[config.mk]
export PLATFORM = sky130hd
export DESIGN_NAME = avalon_pixel_packer_flat
export DESIGN_NICKNAME = d
export VERILOG_FILES = /design/src/rtl/avalon_pkg.sv /design/src/rtl/avalon_pixel_packer_if.sv /design/src/rtl/avalon_word_fifo.sv /design/src/rtl/avalon_pixel_packer.sv /design/src/flat_wrapper.sv
export SDC_FILE = /design/constraint.sdc
export NUM_CORES = 1
export LEC_CHECK = 0
export CAP_MARGIN = 20
export CORE_MARGIN = 10
export CORE_UTILIZATION = 40
export DETAILED_ROUTE_END_ITERATION = 6
export SYNTH_ARGS = -nofsm -noshare
export SYNTH_HDL_FRONTEND = slang
export SYNTH_SLANG_ARGS = --single-unit
[constraint.sdc]
create_clock -name Clk -period 5.5 [get_ports Clk]
set_input_delay 0.55 -clock Clk [delete_from_list [all_inputs] [get_ports Clk]]
set_output_delay 0.55 -clock Clk [all_outputs]
set_load 0.005 [all_outputs]
[src/rtl/avalon_pkg.sv]
// Shared definitions for the Avalon-ST pixel packer: bus widths, the frame
// FSM state type and the layout of one output FIFO entry.
package avalon_pkg;

  localparam int PIXEL_W = 24;
  localparam int WORD_W  = 32;
  localparam int EMPTY_W = 2;

  // IDLE: no frame open, PACK: between sop and eop of a frame.
  typedef enum logic {
    ST_IDLE = 1'b0,
    ST_PACK = 1'b1
  } state_t;

  // One packed output word plus its framing sideband, as stored in the FIFO.
  typedef struct packed {
    logic               sop;
    logic               eop;
    logic [EMPTY_W-1:0] empty;
    logic [WORD_W-1:0]  data;
  } word_t;

  localparam int ENTRY_W = $bits(word_t);

endpackage

[src/rtl/avalon_pixel_packer_if.sv]
// Avalon-ST sink (24-bit pixels) and source (32-bit words) signals of the
// packer. The slave modport is the packer's view, master is the environment.
interface avalon_pixel_packer_if;
  import avalon_pkg::*;

  logic               Sink_ready;
  logic               Sink_valid;
  logic [PIXEL_W-1:0] Sink_data;
  logic               Sink_sop;
  logic               Sink_eop;

  logic               Source_ready;
  logic               Source_valid;
  logic [WORD_W-1:0]  Source_data;
  logic               Source_sop;
  logic               Source_eop;
  logic [EMPTY_W-1:0] Source_empty;

  modport slave (
    output Sink_ready,
    input  Sink_valid, Sink_data, Sink_sop, Sink_eop,
    input  Source_ready,
    output Source_valid, Source_data, Source_sop, Source_eop, Source_empty
  );

  modport master (
    input  Sink_ready,
    output Sink_valid, Sink_data, Sink_sop, Sink_eop,
    output Source_ready,
    input  Source_valid, Source_data, Source_sop, Source_eop, Source_empty
  );

endinterface

[src/rtl/avalon_word_fifo.sv]
// First-word-fall-through FIFO with up to two writes and one read per cycle.
// The head entry is visible on o_rdata whenever o_valid is high; the output
// reads as zero while the FIFO is empty.
module avalon_word_fifo #(
  parameter int DEPTH = 4,
  parameter int WIDTH = 36
) (
  input  logic             Clk,
  input  logic             Reset_n,
  input  logic             i_wr0,
  input  logic [WIDTH-1:0] i_wdata0,
  input  logic             i_wr1,
  input  logic [WIDTH-1:0] i_wdata1,
  input  logic             i_rd,
  output logic [WIDTH-1:0] o_rdata,
  output logic             o_valid,
  output logic             o_free_ge2
);

  localparam int AW = $clog2(DEPTH);

  logic [WIDTH-1:0] r_mem [DEPTH];
  logic [AW-1:0]    r_wr_ptr;
  logic [AW-1:0]    r_rd_ptr;
  logic [AW:0]      r_count;
  logic [AW-1:0]    w_wr_ptr1;
  logic             w_pop;

  assign w_wr_ptr1  = r_wr_ptr + AW'(1);
  assign o_valid    = (r_count != '0);
  assign w_pop      = i_rd & o_valid;
  assign o_free_ge2 = (int'(r_count) + 2) <= DEPTH;
  assign o_rdata    = o_valid ? r_mem[r_rd_ptr] : '0;

  // Storage writes; the second write lands in the slot after the first.
  // NOTE: the data array has no reset; occupancy lives in r_count, so stale
  // contents are never observable and the array can map to plain RAM.
  always_ff @(posedge Clk) begin
    if (i_wr0) r_mem[r_wr_ptr] <= i_wdata0;
    if (i_wr1) r_mem[w_wr_ptr1] <= i_wdata1;
  end

  // Pointer and occupancy bookkeeping; push and pop in one cycle net out.
  // NOTE: state registers use non-blocking assignments so every flop samples
  // the pre-edge values regardless of statement order.
  always_ff @(posedge Clk or negedge Reset_n) begin
    if (!Reset_n) begin
      r_wr_ptr <= '0;
      r_rd_ptr <= '0;
      r_count  <= '0;
    end else begin
      if (i_wr0 && i_wr1) r_wr_ptr <= r_wr_ptr + AW'(2);
      else if (i_wr0)     r_wr_ptr <= w_wr_ptr1;
      if (w_pop)          r_rd_ptr <= r_rd_ptr + AW'(1);
      r_count <= r_count + {{AW{1'b0}}, i_wr0} + {{AW{1'b0}}, i_wr1}
                         - {{AW{1'b0}}, w_pop};
    end
  end

endmodule

[src/rtl/avalon_pixel_packer.sv]
// Packs a stream of 24-bit pixels into little-endian 32-bit words. Up to
// three residual bytes carry over between pixels; the eop pixel flushes the
// residue as a zero-padded word with Source_empty set. Words queue in a
// small FWFT FIFO towards the downstream DMA.
module avalon_pixel_packer
  import avalon_pkg::*;
#(
  parameter int FIFO_DEPTH = 4
) (
  input  logic                 Clk,
  input  logic                 Reset_n,
  avalon_pixel_packer_if.slave bus,
  output logic                 Err_sync,
  output logic [15:0]          Frame_count
);

  state_t               r_state;
  state_t               w_state_nxt;
  logic [1:0]           r_phase;
  logic [PIXEL_W-1:0]   r_res;
  logic                 r_first;
  logic                 r_err;
  logic [15:0]          r_frames;

  logic                 w_xfer;
  logic                 w_accept;
  logic                 w_start;
  logic                 w_err_evt;
  logic [1:0]           w_p;
  logic [PIXEL_W-1:0]   w_res;
  logic                 w_first;
  logic [2*PIXEL_W-1:0] w_cat;
  logic [2:0]           w_total;
  logic                 w_main_v;
  logic                 w_has_tail;
  logic [1:0]           w_left_n;
  logic [PIXEL_W-1:0]   w_left;
  word_t                w_word_a;
  word_t                w_word_b;
  word_t                w_wdata0;
  word_t                w_wdata1;
  word_t                w_rdata;
  logic                 w_wr0;
  logic                 w_wr1;
  logic                 w_fifo_valid;
  logic                 w_free_ge2;

  // Room for two words is required because an eop pixel can emit two.
  assign bus.Sink_ready = w_free_ge2 & Reset_n;
  assign w_xfer         = bus.Sink_valid & bus.Sink_ready;

  // Frame state register.
  always_ff @(posedge Clk or negedge Reset_n) begin
    if (!Reset_n) r_state <= ST_IDLE;
    else          r_state <= w_state_nxt;
  end

  // Frame tracking: decide whether a transferred pixel is packed, dropped or
  // flags a framing error. A sop+eop pixel in IDLE opens and closes at once.
  // NOTE: every signal gets a default first so no path can infer a latch.
  always_comb begin
    w_state_nxt = r_state;
    w_accept    = 1'b0;
    w_start     = 1'b0;
    w_err_evt   = 1'b0;
    case (r_state)
      ST_IDLE: begin
        if (w_xfer) begin
          if (bus.Sink_sop) begin
            w_accept    = 1'b1;
            w_start     = 1'b1;
            w_state_nxt = bus.Sink_eop ? ST_IDLE : ST_PACK;
          end else begin
            w_err_evt = 1'b1;
          end
        end
      end
      ST_PACK: begin
        if (w_xfer) begin
          w_accept  = 1'b1;
          w_err_evt = bus.Sink_sop;
          if (bus.Sink_eop) w_state_nxt = ST_IDLE;
        end
      end
      default: w_state_nxt = ST_IDLE;
    endcase
  end

  // Byte packing: append the pixel above the residue, emit a full word when
  // at least four bytes are present and, on eop, flush the rest padded.
  always_comb begin
    w_p      = w_start ? 2'd0 : r_phase;
    w_res    = w_start ? '0 : r_res;
    w_first  = w_start | r_first;
    w_cat    = ({{PIXEL_W{1'b0}}, bus.Sink_data} << {w_p, 3'b000})
             | {{PIXEL_W{1'b0}}, w_res};
    w_total  = {1'b0, w_p} + 3'd3;
    w_main_v = w_total[2];
    if (w_main_v) begin
      w_left_n = w_total[1:0];
      w_left   = PIXEL_W'(w_cat[2*PIXEL_W-1:WORD_W]);
    end else begin
      w_left_n = 2'd3;
      w_left   = w_cat[PIXEL_W-1:0];
    end
    w_has_tail = bus.Sink_eop && (w_left_n != 2'd0);

    w_word_a = '{sop:   w_first,
                 eop:   bus.Sink_eop && (w_left_n == 2'd0),
                 empty: '0,
                 data:  w_cat[WORD_W-1:0]};
    w_word_b = '{sop:   w_first & ~w_main_v,
                 eop:   1'b1,
                 empty: EMPTY_W'(3'd4 - {1'b0, w_left_n}),
                 data:  WORD_W'(w_left)};

    w_wr0    = w_accept & (w_main_v | w_has_tail);
    w_wr1    = w_accept & w_main_v & w_has_tail;
    w_wdata0 = w_main_v ? w_word_a : w_word_b;
    w_wdata1 = w_word_b;
  end

  // Residue, sop-pending flag, sticky error and frame counter.
  always_ff @(posedge Clk or negedge Reset_n) begin
    if (!Reset_n) begin
      r_phase  <= 2'd0;
      r_res    <= '0;
      r_first  <= 1'b0;
      r_err    <= 1'b0;
      r_frames <= '0;
    end else begin
      if (w_err_evt) r_err <= 1'b1;
      if (w_accept) begin
        if (bus.Sink_eop) begin
          r_phase  <= 2'd0;
          r_res    <= '0;
          r_first  <= 1'b0;
          r_frames <= r_frames + 16'd1;
        end else begin
          r_phase  <= w_left_n;
          r_res    <= w_left;
          r_first  <= w_first & ~w_wr0;
        end
      end
    end
  end

  avalon_word_fifo #(
    .DEPTH (FIFO_DEPTH),
    .WIDTH (ENTRY_W)
  ) u_fifo (
    .Clk        (Clk),
    .Reset_n    (Reset_n),
    .i_wr0      (w_wr0),
    .i_wdata0   (w_wdata0),
    .i_wr1      (w_wr1),
    .i_wdata1   (w_wdata1),
    .i_rd       (bus.Source_ready),
    .o_rdata    (w_rdata),
    .o_valid    (w_fifo_valid),
    .o_free_ge2 (w_free_ge2)
  );

  assign bus.Source_valid = w_fifo_valid;
  assign bus.Source_data  = w_rdata.data;
  assign bus.Source_sop   = w_rdata.sop;
  assign bus.Source_eop   = w_rdata.eop;
  assign bus.Source_empty = w_rdata.empty;
  assign Err_sync         = r_err;
  assign Frame_count      = r_frames;

endmodule
[src/flat_wrapper.sv]
// flat-port wrapper written by rule: the top's interface ports become plain ports
module avalon_pixel_packer_flat import avalon_pkg::*;
#(
  parameter int FIFO_DEPTH = 4
)
  (Clk, Reset_n, Err_sync, Frame_count, bus_Sink_ready, bus_Sink_valid, bus_Sink_data, bus_Sink_sop, bus_Sink_eop, bus_Source_ready, bus_Source_valid, bus_Source_data, bus_Source_sop, bus_Source_eop, bus_Source_empty);
  avalon_pixel_packer_if bus_i ();
  input  logic Clk;
  input  logic Reset_n;
  output logic Err_sync;
  output logic [15:0] Frame_count;
  output wire logic [$bits(bus_i.Sink_ready)-1:0] bus_Sink_ready;
  input wire logic [$bits(bus_i.Sink_valid)-1:0] bus_Sink_valid;
  input wire logic [$bits(bus_i.Sink_data)-1:0] bus_Sink_data;
  input wire logic [$bits(bus_i.Sink_sop)-1:0] bus_Sink_sop;
  input wire logic [$bits(bus_i.Sink_eop)-1:0] bus_Sink_eop;
  input wire logic [$bits(bus_i.Source_ready)-1:0] bus_Source_ready;
  output wire logic [$bits(bus_i.Source_valid)-1:0] bus_Source_valid;
  output wire logic [$bits(bus_i.Source_data)-1:0] bus_Source_data;
  output wire logic [$bits(bus_i.Source_sop)-1:0] bus_Source_sop;
  output wire logic [$bits(bus_i.Source_eop)-1:0] bus_Source_eop;
  output wire logic [$bits(bus_i.Source_empty)-1:0] bus_Source_empty;
  assign bus_Sink_ready = bus_i.Sink_ready;
  assign bus_i.Sink_valid = bus_Sink_valid;
  assign bus_i.Sink_data = bus_Sink_data;
  assign bus_i.Sink_sop = bus_Sink_sop;
  assign bus_i.Sink_eop = bus_Sink_eop;
  assign bus_i.Source_ready = bus_Source_ready;
  assign bus_Source_valid = bus_i.Source_valid;
  assign bus_Source_data = bus_i.Source_data;
  assign bus_Source_sop = bus_i.Source_sop;
  assign bus_Source_eop = bus_i.Source_eop;
  assign bus_Source_empty = bus_i.Source_empty;
  avalon_pixel_packer #(.FIFO_DEPTH(FIFO_DEPTH)) u_core (.Clk(Clk), .Reset_n(Reset_n), .bus(bus_i), .Err_sync(Err_sync), .Frame_count(Frame_count));
endmodule
==> results of run 1 <==
## sequential cells by signal (all words and copies together), names as in the netlist
signal and count:
u_core.r_res 24, u_core.r_state 1, u_core.u_fifo.r_rd_ptr 2, u_core.r_phase 2, u_core.Err_sync 1, u_core.u_fifo.r_mem 144
u_core.u_fifo.r_count 3, u_core.r_first 1, u_core.Frame_count 16, u_core.u_fifo.r_wr_ptr 2
## metal layers
metal / share of wire / wire length (um)
met5: 0 / 0
met4: 0.017 / 496
met3: 0.060 / 1810
met2: 0.48 / 14400
met1: 0.44 / 13300
## worst paths after layout
kind / start / endpoint / cells past startpoint / slack [ns]
max in group asynchronous: Reset_n / u_core.r_res[17]$_DFFE_PN0N_ / 2 / 4.45
min in group Clk: u_core.u_fifo.r_mem[0][34]$_SDFFE_PP1P_ / u_core.u_fifo.r_mem[0][34]$_SDFFE_PP1P_ / 2 / 0.47
max reg2reg: u_core.u_fifo.r_count[1]$_DFF_PN0_ / u_core.u_fifo.r_count[2]$_DFF_PN0_ / 13 / 1.29
min: Reset_n / u_core.Frame_count[10]$_DFFE_PN0P_ / 1 / 0.14
max: bus_Sink_sop / u_core.u_fifo.r_count[2]$_DFF_PN0_ / 13 / 1.25
min reg2reg: u_core.u_fifo.r_mem[0][34]$_SDFFE_PP1P_ / u_core.u_fifo.r_mem[0][34]$_SDFFE_PP1P_ / 2 / 0.47
## critical path, stage by stage
cell,delay [ns]
clkdlybuf4s50_1,0.73
and4b_1,0.41
o21ai_2,0.09
nand2_1,0.15
ha_1,0.50
inv_1,0.32
and3_1,0.37
nand2_1,0.12
ha_1,0.32
inv_1,0.05
fa_1,0.41
fa_1,0.41
xnor2_1,0.14
## synth_stat cells, drive strengths merged, types with 3 or more instances
cell type | instances | area share
edfxtp | 108 | 0.31
and3 | 13 | 0.0079
dfrtp | 52 | 0.13
xnor2 | 15 | 0.013
mux4 | 36 | 0.079
clkbuf | 42 | 0.015
o221ai | 16 | 0.014
xor2 | 4 | 0.0034
nand2 | 35 | 0.013
a211oi | 17 | 0.014
and4b | 3 | 0.0033
a221o | 16 | 0.016
o21ai | 22 | 0.011
nand3 | 18 | 0.0087
nand4 | 12 | 0.0091
nor2 | 47 | 0.017
o22ai | 32 | 0.019
a21oi | 17 | 0.0093
and2 | 57 | 0.035
dfxtp | 36 | 0.070
nand4b | 10 | 0.0091
nor3 | 32 | 0.017
nor4 | 4 | 0.0053
inv | 25 | 0.0091
and4 | 7 | 0.0059
a311oi | 8 | 0.0068
a22oi | 12 | 0.0087
or3 | 5 | 0.0035
nand2b | 3 | 0.0018
a221oi | 8 | 0.0068
nor2b | 11 | 0.0067
buf | 38 | 0.021
a22o | 64 | 0.054
mux2 | 9 | 0.0098
ha | 9 | 0.011
a2111oi | 3 | 0.0032
## power breakdown
part | switching (mW) | leakage (nW) | total, mW | internal [mW]
Sequential | 0.265 | 1.96 | 2.11 | 1.84
Combinational | 1.36 | 2.03 | 2.58 | 1.22
Clock | 0.625 | 0.288 | 1.32 | 0.692
## logic make-up after synthesis
group	after synthesis	share of synthesized area
muxes	45	0.0885
xor gates and xnor gates	19	0.0161
DFF	196	0.511
and+or+nand+nor	265	0.150
buffers and inverters	106	0.0455
AOI/OAI and AO/OA	229	0.174
adders and majority gates	11	0.0148
## layout make-up
class                           count  area, um2  share of cell area
Clock buffer                       17        425              0.0354
Inverter                           26       97.6             0.00813
Sequential cell                   196       5270               0.439
Timing Repair Buffer              106       1030              0.0854
Multi-Input combinational cell    569       4590               0.382
Clock inverter                     15        189              0.0157
Tap cell                          330        413              0.0344
==> impl_metrics.tcl, run 1 <==
set metrics [dict create \
    min_period_over_period 0.773 \
    grt-ovfl-total 0 \
    clockRootBuffer "clkbuf_16" \
    clk_pin_slew_ns 0.08 \
    finalHoldViolations 0 \
    grt_max_degree 46 \
    dp_cells 1225 \
    final_cell_mix "edfxtp_1 (108), clkdlybuf4s50_1 (83), a22o_1 (64)" \
    chipWidth_um 181 \
    ioPinCount 85 \
    syn_area_um2 10300 \
    grt_util_met1 0.241 \
    cts_sinks 196 \
    vias 7739 \
    fmax_mhz 235 \
    power_mw 6.00 \
    fp.dieH_um 181 \
    fin_area_um2 12000 \
    post-dp-hpwl_mm 19.9 \
    grt_pass1_vias 7660 \
    first_iter_violations 806 \
    holdWs_ns 0.138 \
    die-area_um2 32600 \
    rsz0062_at_grt "no" \
    path_max_fanout 17 \
    seq_area_frac_synth 0.511 \
    fin_cells 1259 \
    syn_inst 871 \
    dp_slack_ns 0.885 \
    synth_edf_count 108 \
    cts_tree "done" \
    hp-class "input pin to async pin" \
    start_util 0.408 \
    max-slew-margin-rel 0.305 \
    placed_area_um2 11400 \
    core_area_um2 25300 \
    status "completed" \
    wire_per_inst_um 23.8 \
    firstDrtPassIters 7 \
    post-route-util 0.475 \
    htreeDepth 4 \
    yosys_register_bits 196 \
    clk_latency_ns 0.44 \
    cts_buffers 17 \
    irDropWorstVdd_uv 230 \
    grt.busiest_layer "met2" \
    wl_mm 30.0 \
    finalSetupViolCount 0 \
    cts.hold.buffers_added 0 \
    track_usage 0.180 \
    final_max_slew_viol_count 0 \
    viasPerCell 6.15 \
    num-nets-final 957 \
    powerDensity_nw_per_um2 500 \
    leakage_nw 4.27 \
    num_rows 58 \
    end_kind "flop" \
    grt_antenna_before_repair 0 \
    yosys_most_used_dff "edfxtp_1" \
    grt_pass1_wl_mm 46.7 \
    yosysUniqueCellTypes 68 \
    syn2layout_area_growth_pct 16.5 \
    place_congestion 0.885 \
    cts_setup_buffers 0 \
    ys_async_sr_fraction 0.265 \
    nFillCells 2342 \
    start_kind "input pin" \
    timing.final.ws_setup_ns 1.25 \
    syn-num-nets 912 \
    critPathKind "input pin to flop" \
    met2_usage 0.290 \
    ctsResizeCount 0 \
    worstPathArrival_ns 4.57 \
    ant_nets 0 \
    min_period_ns 4.25 \
    avgSynthCellArea_um2 11.8 \
    grt.met3_usage 0.0380 \
    drive_above_1_share 0.136 \
    cts_buffer_depth 2 \
    drv_cap 0 \
    drc 0 \
    setup-tns-final_ns 0 \
    io_buffers 84 \
    synth_warnings 0 \
    worstMarginPinSlew_ns 1.04 \
    cp.required_ns 5.82 \
    n_antenna_cell 0 \
    skew_ns 0.0115 \
    final_common_cell "edfxtp_1" \
]
Note: power is estimated with default switching activity, not from simulation.
==> run 2, diff against run 1 <==
==> constraint.sdc (replaced) <==
create_clock -name Clk -period 4.4 [get_ports Clk]
set_input_delay 0.44 -clock Clk [delete_from_list [all_inputs] [get_ports Clk]]
set_output_delay 0.44 -clock Clk [all_outputs]
set_load 0.005 [all_outputs]
==> impl_metrics.tcl, run 2 (synthesized netlist as in run 1, its figures left out) <==
set metrics [dict create \
    cts_buffers 17 \
    post-route-util 0.477 \
    rsz0062_at_grt "no" \
    cts_tree "done" \
    timing.final.ws_setup_ns 0.583 \
    r2r_start "u_core.u_fifo.r_count[1]$_DFF_PN0_" \
    cts_sinks 196 \
    grt_max_degree 45 \
    cts_setup_buffers 0 \
    fp.dieH_um 181 \
    min_period_over_period 0.868 \
    vias 7884 \
    hp-class "flop to flop" \
    drive_above_1_share 0.145 \
    grt_pass1_wl_mm 47.2 \
    ant_nets 0 \
    grt_pass1_vias 7803 \
    grt_antenna_before_repair 0 \
    track_usage 0.183 \
    crit_chain "ha_1 > and3b_1 > o21ai_2 > nand2_1 > ha_1 > inv_1 > and3_1 > nand2_1 > ha_1 > inv_1 > fa_1 > fa_1 > xnor2_1" \
    slowest_delay_ns 0.42 \
    chipWidth_um 181 \
    hold-path-endpoint "u_core.u_fifo.r_mem[1][34]$_SDFFE_PP1P_" \
    wire_per_inst_um 24.1 \
    num_rows 58 \
    min-delay-start "u_core.u_fifo.r_mem[1][34]$_SDFFE_PP1P_" \
    hold_depth 2 \
    irDropWorstVdd_uv 371 \
    regMostFlops "u_core.u_fifo.r_mem" \
    cp.required_ns 4.72 \
    firstDrtPassIters 6 \
    setup-tns-final_ns 0 \
    critPathKind "flop to flop" \
    clk_pin_slew_ns 0.07 \
    finalSetupViolCount 0 \
    largest_reg_flops 144 \
    ff2ff_path_depth 13 \
    num-nets-final 970 \
    min_period_ns 3.82 \
    viasPerCell 6.20 \
    holdWs_ns 0.473 \
    n_antenna_cell 0 \
    clk_latency_ns 0.44 \
    syn2layout_area_growth_pct 16.8 \
    clockRootBuffer "clkbuf_16" \
    final_common_cell "edfxtp_1" \
    start_util 0.408 \
    skew_ns 0.0149 \
    die-area_um2 32600 \
    critPathSlowestCell "dfrtp_1" \
    path_max_fanout 12 \
    finalHoldViolations 0 \
    ioPinCount 85 \
    final_max_slew_viol_count 0 \
    first_iter_violations 970 \
    worstPathArrival_ns 4.14 \
    ctsResizeCount 0 \
    worstReg2RegEnd "u_core.u_fifo.r_count[2]$_DFF_PN0_" \
    cts.hold.buffers_added 1 \
    end_kind "flop" \
    grt-ovfl-total 0 \
    crit_path_frequent_cell "ha_1" \
    htreeDepth 4 \
    start_kind "flop" \
    worstMarginPinSlew_ns 1.10 \
    drc 0 \
    wl_mm 30.6 \
    place_congestion 0.888 \
    cts_buffer_depth 2 \
    core_area_um2 25300 \
    leakage_nw 4.33 \
    max-slew-margin-rel 0.267 \
    fmax_mhz 262 \
    io_buffers 84 \
    status "completed" \
    powerDensity_nw_per_um2 618 \
    dp_slack_ns 0.633 \
    drv_cap 0 \
    post-dp-hpwl_mm 20.2 \
    r2r_setup_slack_ns 0.58 \
    final_cell_mix "edfxtp_1 (108), clkdlybuf4s50_1 (83), a22o_1 (64)" \
]
-- run 2: cell count changes in the layout (fill, tap and decap cells not counted), moves of 2 or more --
cell,change
buf_4,+13
clkinvlp_4,-3
inv_8,+2
inv_6,-3
inv_4,+4
bufinv_16,-2
clkbuf_8,+2
-- run 2: per-layer routing --
layer | global-route usage | up-vias | routed length (um)
li1 | - | 3523 | -
met1 | 0.243 | 3940 | 13100
met2 | 0.294 | 360 | 14700
met3 | 0.0345 | 61 | 2180
met4 | 0.0591 | 0 | 642
met5 | 0 | - | 0
-- run 2: worst max path at each step --
stage	startpoint	end	slack, ns	depth (start not counted)
2_1_floorplan	u_core.u_fifo.r_count[1]$_DFF_PN0_	u_core.u_fifo.r_count[2]$_DFF_PN0_	0.27	17
3_3_place_gp	u_core.u_fifo.r_count[1]$_DFF_PN0_	u_core.u_fifo.r_count[2]$_DFF_PN0_	0.73	13
3_5_place_dp	u_core.u_fifo.r_count[1]$_DFF_PN0_	u_core.u_fifo.r_count[2]$_DFF_PN0_	0.63	13
4_1_cts	u_core.u_fifo.r_count[1]$_DFF_PN0_	u_core.u_fifo.r_count[2]$_DFF_PN0_	0.62	13
5_1_grt	u_core.u_fifo.r_count[1]$_DFF_PN0_	u_core.u_fifo.r_count[2]$_DFF_PN0_	0.33	13
6_report	u_core.u_fifo.r_count[1]$_DFF_PN0_	u_core.u_fifo.r_count[2]$_DFF_PN0_	0.58	13
-- run 2: per-stage QoR --
| stage | instance area [um2] | std cells | power, mW |
|---|---|---|---|
| CTS | 12000 | 1271 | 7.49 |
| global route | 12000 | 1272 | 7.86 |
| finish | 12000 | 1272 | 7.45 |
| detailed placement | 11500 | 1238 | 5.94 |
| global placement | 11500 | 1238 | 5.91 |
| floorplan | 10300 | 871 | 4.67 |
-- run 2: cell type report --
| cell class | instances | area [um2] |
|---|---|---|
| clock inverter | 12 | 115 |
| inverter | 26 | 97.6 |
| clock buffer | 20 | 457 |
| fill | 2327 | 13200 |
| timing repair buffer | 119 | 1110 |
| sequential | 196 | 5270 |
| tap | 330 | 413 |
| multi-input combinational | 569 | 4580 |
-- run 2: critical path, delay by kind of cell, from the launching register on --
family / cells / cell delay, ns
adder cells (fa/ha/maj): 5 / 1.73
AO/OA/AOI/OAI: 1 / 0.22
XOR/XNOR: 1 / 0.14
flip-flops: 1 / 0.42
buffers and inverters: 2 / 0.28
AND/OR/NAND/NOR: 4 / 0.93
-- run 2: where the power goes --
part           internal (mW)  switching [mW]  total (mW)
combinational           1.55            1.76        3.32
clock                  0.782           0.764        1.55
sequential              2.30           0.280        2.58
